### config.mk
export PLATFORM = sky130hd
export DESIGN_NAME = load_store_unit
export DESIGN_NICKNAME = d
export VERILOG_FILES = /design/src/rtl/load_store_unit.sv
export SDC_FILE = /design/constraint.sdc
export NUM_CORES = 1
export LEC_CHECK = 0
export BUFFER_PORTS_ARGS = -buffer_cell sky130_fd_sc_hd__buf_2
export CAP_MARGIN = 40
export CORE_UTILIZATION = 43
export DETAILED_ROUTE_END_ITERATION = 12
export PLACE_DENSITY = 0.76
export SLEW_MARGIN = 10
export SYNTH_ARGS = -nofsm -noshare
export SYNTH_HDL_FRONTEND = slang
export SYNTH_SLANG_ARGS = --single-unit
### constraint.sdc
create_clock -name clk -period 2.35 [get_ports clk]
set_input_delay 0.47 -clock clk [delete_from_list [all_inputs] [get_ports clk]]
set_output_delay 0.47 -clock clk [all_outputs]
set_load 0.02 [all_outputs]
### src/rtl/load_store_unit.sv
// Load/store initiator for a byte-addressed little-endian 32-bit data memory.
// Adds byte/half/word access, sign/zero extension, sub-word read-modify-write and error checks.
module load_store_unit #(
    parameter int unsigned MEM_BYTES = 64
) (
    input  logic        clk,
    input  logic        rst,
    input  logic        req_valid,
    output logic        req_ready,
    input  logic        req_write,
    input  logic [1:0]  req_size,
    input  logic        req_unsigned,
    input  logic [63:0] req_addr,
    input  logic [63:0] req_wdata,
    output logic        resp_valid,
    output logic [63:0] resp_rdata,
    output logic        resp_error,
    output logic [63:0] mem_addr,
    output logic [31:0] mem_wdata,
    output logic        mem_read_en,
    output logic        mem_write_en,
    input  logic [31:0] mem_rdata
);

    typedef enum logic [2:0] {StIdle, StLoad, StRmwRead, StWrite, StResp} state_e;

    state_e      state_q, state_d;
    logic [1:0]  size_q, size_d;
    logic        unsigned_q, unsigned_d;
    logic [63:0] addr_q, addr_d;
    logic [1:0]  lane_q, lane_d;
    logic [31:0] wdata_q, wdata_d;
    logic [63:0] rdata_q, rdata_d;
    logic        error_q, error_d;

    logic        req_err;
    logic [7:0]  lane_byte;
    logic [15:0] lane_half;
    logic [63:0] load_ext;
    logic [31:0] merged;
    logic        unused_wdata_hi;

    assign unused_wdata_hi = ^req_wdata[63:32];

    always_comb begin
        req_err = (req_size == 2'b11)
                | ((req_size == 2'b01) & req_addr[0])
                | ((req_size == 2'b10) & (|req_addr[1:0]))
                | (req_addr >= 64'(MEM_BYTES));
    end

    // Lane extraction and extension for loads; word loads are always zero-extended.
    always_comb begin
        unique case (lane_q)
            2'd0:    lane_byte = mem_rdata[7:0];
            2'd1:    lane_byte = mem_rdata[15:8];
            2'd2:    lane_byte = mem_rdata[23:16];
            default: lane_byte = mem_rdata[31:24];
        endcase
        lane_half = lane_q[1] ? mem_rdata[31:16] : mem_rdata[15:0];
        unique case (size_q)
            2'b00:   load_ext = unsigned_q ? {56'b0, lane_byte}
                                           : {{56{lane_byte[7]}}, lane_byte};
            2'b01:   load_ext = unsigned_q ? {48'b0, lane_half}
                                           : {{48{lane_half[15]}}, lane_half};
            default: load_ext = {32'b0, mem_rdata};
        endcase
    end

    always_comb begin
        merged = mem_rdata;
        if (size_q == 2'b00) begin
            unique case (lane_q)
                2'd0:    merged[7:0]   = wdata_q[7:0];
                2'd1:    merged[15:8]  = wdata_q[7:0];
                2'd2:    merged[23:16] = wdata_q[7:0];
                default: merged[31:24] = wdata_q[7:0];
            endcase
        end else if (lane_q[1]) begin
            merged[31:16] = wdata_q[15:0];
        end else begin
            merged[15:0] = wdata_q[15:0];
        end
    end

    always_comb begin
        state_d      = state_q;
        size_d       = size_q;
        unsigned_d   = unsigned_q;
        addr_d       = addr_q;
        lane_d       = lane_q;
        wdata_d      = wdata_q;
        rdata_d      = rdata_q;
        error_d      = error_q;
        req_ready    = (state_q == StIdle);
        resp_valid   = 1'b0;
        resp_rdata   = 64'b0;
        resp_error   = 1'b0;
        mem_read_en  = 1'b0;
        mem_write_en = 1'b0;
        mem_wdata    = 32'b0;

        unique case (state_q)
            StIdle: begin
                if (req_valid) begin
                    size_d     = req_size;
                    unsigned_d = req_unsigned;
                    addr_d     = req_addr & ~64'h3;
                    lane_d     = req_addr[1:0];
                    wdata_d    = req_wdata[31:0];
                    rdata_d    = 64'b0;
                    error_d    = req_err;
                    if (req_err) begin
                        state_d = StResp;
                    end else if (!req_write) begin
                        state_d = StLoad;
                    end else if (req_size == 2'b10) begin
                        state_d = StWrite;
                    end else begin
                        state_d = StRmwRead;
                    end
                end
            end
            StLoad: begin
                mem_read_en = 1'b1;
                rdata_d     = load_ext;
                state_d     = StResp;
            end
            StRmwRead: begin
                // Reuse the store-data register to hold the merged word for WRITE.
                mem_read_en = 1'b1;
                wdata_d     = merged;
                state_d     = StWrite;
            end
            StWrite: begin
                mem_write_en = 1'b1;
                mem_wdata    = wdata_q;
                state_d      = StResp;
            end
            StResp: begin
                resp_valid = 1'b1;
                resp_rdata = rdata_q;
                resp_error = error_q;
                rdata_d    = 64'b0;
                error_d    = 1'b0;
                state_d    = StIdle;
            end
            default: state_d = StIdle;
        endcase
    end

    assign mem_addr = addr_q;

    always_ff @(posedge clk or negedge rst) begin
        if (!rst) begin
            state_q    <= StIdle;
            size_q     <= 2'b0;
            unsigned_q <= 1'b0;
            addr_q     <= 64'b0;
            lane_q     <= 2'b0;
            wdata_q    <= 32'b0;
            rdata_q    <= 64'b0;
            error_q    <= 1'b0;
        end else begin
            state_q    <= state_d;
            size_q     <= size_d;
            unsigned_q <= unsigned_d;
            addr_q     <= addr_d;
            lane_q     <= lane_d;
            wdata_q    <= wdata_d;
            rdata_q    <= rdata_d;
            error_q    <= error_d;
        end
    end

endmodule

Yosys cells after proc, flatten, opt, wreduce, memory -nomap -nowiden
Index checks and enable logic that the tools add are counted.
- output and inout port bits: 165
- logic and storage cells: 74
- bits of input ports: 167
- flip-flop bits (word level): 167
- magnitude comparators: 1
- reduce and logical (&&, ||, !) cells: 16
- bitwise logic cells: 5
- equality and inequality tests: 13
- muxes and demuxes: 29
- operator list (kind ; number):
    $mux 64 ; 4
    $pmux 64 s3 ; 1
    $pmux 64 s2 ; 1
    $mux 32 ; 3
    $ge 64x7->1 const B ; 1
    $pmux 32 s2 ; 1
    $mux 16 ; 3
    $mux 8 ; 4
    $pmux 8 s3 ; 1
    $pmux 3 s3 ; 1
    $reduce_and 2->1 ; 4
    $eq 2x1->1 const B ; 3
    $eq 2x2->1 const B ; 3
    $eq 3x2->1 const B ; 2
    $mux 1 ; 6
    $mux 3 ; 2
    $ne 3x3->1 const B ; 2
    $reduce_or 2->1 ; 3
    $logic_not 2->1 ; 2
    $reduce_and 4->1 ; 1
    $reduce_bool 2->1 ; 2
    $eq 3x1->1 const B ; 1
    $eq 3x3->1 const B ; 1
    $logic_not 3->1 ; 1
    other kinds (8) ; 11

Longest topological paths before layout
- depth after elaboration: 8
- gate-level depth with buffers: 8
- gate-level depth less buffers: 4

Least setup slack after synthesis
No wires, ideal clock.
- path kind: register -> output
- start: register state_q[2]
- end: output resp_rdata[33]
- setup slack: -0.456 ns
- buffers on the path: 4
- required time: 1.880 ns
- arrival: 2.336 ns
- stages on the path, launching flop included: 7
- cell sequence: dfrtp_1 clkbuf_1 and3_1 clkbuf_1 clkbuf_1 and2_1 buf_4
- longest elaborated chain between the ends: 2
- ends and longest elaborated chain (item ; line ; RTL):
    start: declaration ; 27 ; state_e state_q, state_d;
    start signal: assignment ; 156 ; state_q <= StIdle;
    start signal: assignment ; 165 ; state_q <= state_d;
    $eq 3x3->1 ; 103 ; unique case (state_q)
    $mux 64 ; 103 ;
    end: declaration ; 16 ; output logic [63:0] resp_rdata,
No other way between the ends.

Final worst setup path
- start: register state_q[2]
- end: output mem_wdata[9]
- longest elaborated chain between the ends: 2
- ends and longest elaborated chain (item ; line ; RTL):
    $eq 3x2->1 ; 103 ;
    $mux 32 ; 103 ;
    end: declaration ; 19 ; output logic [31:0] mem_wdata,
No other way between the ends.

==> flow_summary.ini <==
[run_status]
status = completed

[setup_path]
crit_buf_inv = 2
crit_family = simple AND/OR/NAND/NOR gates
crit_chain = nand2b_1 -> nor2_2 -> buf_4 -> and2_1 -> buf_2
crit_arrival_ps = 1840
cp.required_ps = 1880
critPathKind = register to primary output
crit_fanout = 16
cp-end-kind = primary output
cp-start-kind = register
critPathMaxStageDelay_ps = 470
crit_slowest_cell = dfrtp_2

[timing]
setup_viol = 0
fin_hold_ws_ps = 238
rsz0062_at_grt = yes
post-route-min-period_ps = 2310
slew_violations = 0
tightest_slew_ps = 584
final-hold-violation-count = 0
timing.final.crit_share_pct = 98.4
fin_skew_ps = 9.25
slew_headroom_pct = 61.1
fmaxAchievable_mhz = 433

[detailed_routing]
dr.pass1.iters = 7
routedWlPerCell_um = 18.1
postRouteAntennaNets = 0
drt_iter0_markers = 461
viasPerCell = 5.35
vias = 6878
routed_wl_mm = 23.2
drc_errors = 0

[layout]
area_growth_syn_to_layout_pct = 31.9
final_util_pct = 58.7
final_cell_area_um2 = 9390
layout_common_cells = 296 x buf_2, 231 x nand2_1, 134 x dfrtp_1
layout_commonest_cell = buf_2
drive_above_1_share_pct = 37.2
num-fill-cells = 1437
nNetsFinal = 1221

[pwr]
finalPower_mw = 7.12
peakVddDrop_mv = 0.497
p_per_area_nw_per_um2 = 759
leakage_nw = 5.08

[hold_path]
hold_class = input port to register

[floorplanning]
ios = 332
start_util_pct = 44.5
die_area_um2 = 17100
chipWidth_um = 131
rows = 46
core_um2 = 16000
die_y_um = 131

[synth]
synth_area_per_cell_um2 = 8.96
synth_cell_type_count = 46
async_flop_share_pct = 100
ys.flop_type = dfrtp_1
ys_seq_area_share_pct = 47.8
yosysWarnings = 0
synth_edf_count = 0
ys_ff_latch = 136
syn_inst = 794
mappedNetlistArea_um2 = 7110

[clocking]
clockBufferDepth = 2
cts_tree = built
cts_root_buffer = clkbuf_16
h-tree-depth = 4
cts_buffers = 17
clk_pin_slew_worst_paths_ps = 60
cts.sinks = 136
clk_latency_ps = 430

[placement]
portBuffers = 297
dp_hpwl_mm = 17.3
placed_cell_area_um2 = 8650
gp_congestion = 0.884

[grt]
grt_max_degree = 72
antenna_found_initial = 4
grt_pass1_vias = 6312
gr-total-overflow = 0
grt_usage_pct = 27.2
grt_pass1_wl_mm = 34.3

[run]
drv_cap = 0
## per-stage QoR
stage	TNS (ps)	worst slack [ps]	instances
after floorplan	0	19.2	795
after global routing	-523	-44.1	1284
after CTS	0	14.2	1281
after global placement	0	232	1247
after detailed placement	0	128	1247
final	0	38.2	1285
## power breakdown
part | internal, mW | leakage, nW | switching [mW] | total, mW
Sequential | 2.57 | 1.71 | 0.188 | 2.76
Combinational | 0.492 | 3.04 | 0.789 | 1.28
Clock | 2.00 | 0.324 | 1.08 | 3.08
## final cells by class
type	instances	area, µm²	share of cell area (%)
Sequential cell	136	3410	36.3
Multi-Input combinational cell	558	3220	34.3
Timing Repair Buffer	328	1760	18.8
Clock buffer	17	425	4.53
Tap cell	216	270	2.88
Clock inverter	15	249	2.65
Inverter	13	48.8	0.520
Antenna cell	2	5.00	0.0533
## what timing repair did
action                     CTS  global route
hold buffers                 1             0
cloned                       1             1
hold endpoints to repair    42             0
buffers inserted             0             0
setup endpoints to repair   71            76
pin swaps                    1             0
gates resized for setup      4             6
## layer usage
| metal | GRT usage (%) | up-vias | share of wire (%) |
|---|---|---|---|
| li1 | - | 3206 | - |
| met1 | 33.9 | 3248 | 40 |
| met2 | 44.5 | 365 | 48 |
| met3 | 6.23 | 59 | 7.8 |
| met4 | 13.2 | 0 | 3.9 |
| met5 | 0 | - | 0 |
## kinds of logic (layout without fill, tap and decap cells)
family / Yosys count / count (layout) / share of synthesized area [%]
and+or+nand+nor: 374 / 375 / 24.5
muxes: 35 / 35 / 5.42
other: 1 / 4 / 0.0527
buffers and inverters: 102 / 373 / 7.46
DFF: 136 / 136 / 47.8
AOI/OAI and AO/OA: 146 / 146 / 14.7
## sequential cells by signal, summed over array words and instances (netlist names)
register    count
error_q         1
lane_q          2
mem_addr       62
rdata_q        33
size_q          2
state_q         3
unsigned_q      1
wdata_q        32
## worst paths after layout
kind	depth (start not counted)	endpoint	startpoint	slack, ps
setup / recovery	5	mem_wdata[9]	state_q[2]	40
hold / removal	3	mem_addr[5]	req_addr[5]	240
setup reg to reg	4	wdata_q[22]	size_q[0]	260
hold reg to reg	2	mem_addr[34]	mem_addr[34]	470
max in group asynchronous	3	state_q[2]	rst	1070
min in group asynchronous	2	mem_addr[6]	rst	520
## worst register-to-register path, delay by kind of cell (launching register included)
kind,cells,cell delay [ps]
multiplexers,1,390
AO/OA/AOI/OAI,1,120
flip-flops,1,590
AND/OR/NAND/NOR,2,860
## cells in the mapped netlist (6+ instances only)
library cell / instances / area (µm²)
a22o_1: 15 / 131
nor2_1: 15 / 56.3
buf_2: 13 / 65.1
o21ai_0: 35 / 175
nor2b_1: 15 / 93.8
nor4_1: 14 / 87.6
a221o_1: 16 / 160
dfrtp_1: 136 / 3400
a22oi_1: 8 / 60.1
a221oi_1: 15 / 131
and2_1: 66 / 413
buf_1: 8 / 30.0
clkbuf_1: 33 / 124
nand2_1: 232 / 871
a21oi_1: 21 / 105
a31oi_1: 8 / 50.1
a211oi_1: 9 / 67.6
buf_4: 35 / 263
mux2i_1: 16 / 160
inv_1: 12 / 45.0
nor3_1: 12 / 60.1
mux2_2: 18 / 203
nand2b_1: 6 / 37.5
o22ai_1: 7 / 43.8
Power figures use the tool's default switching activity.
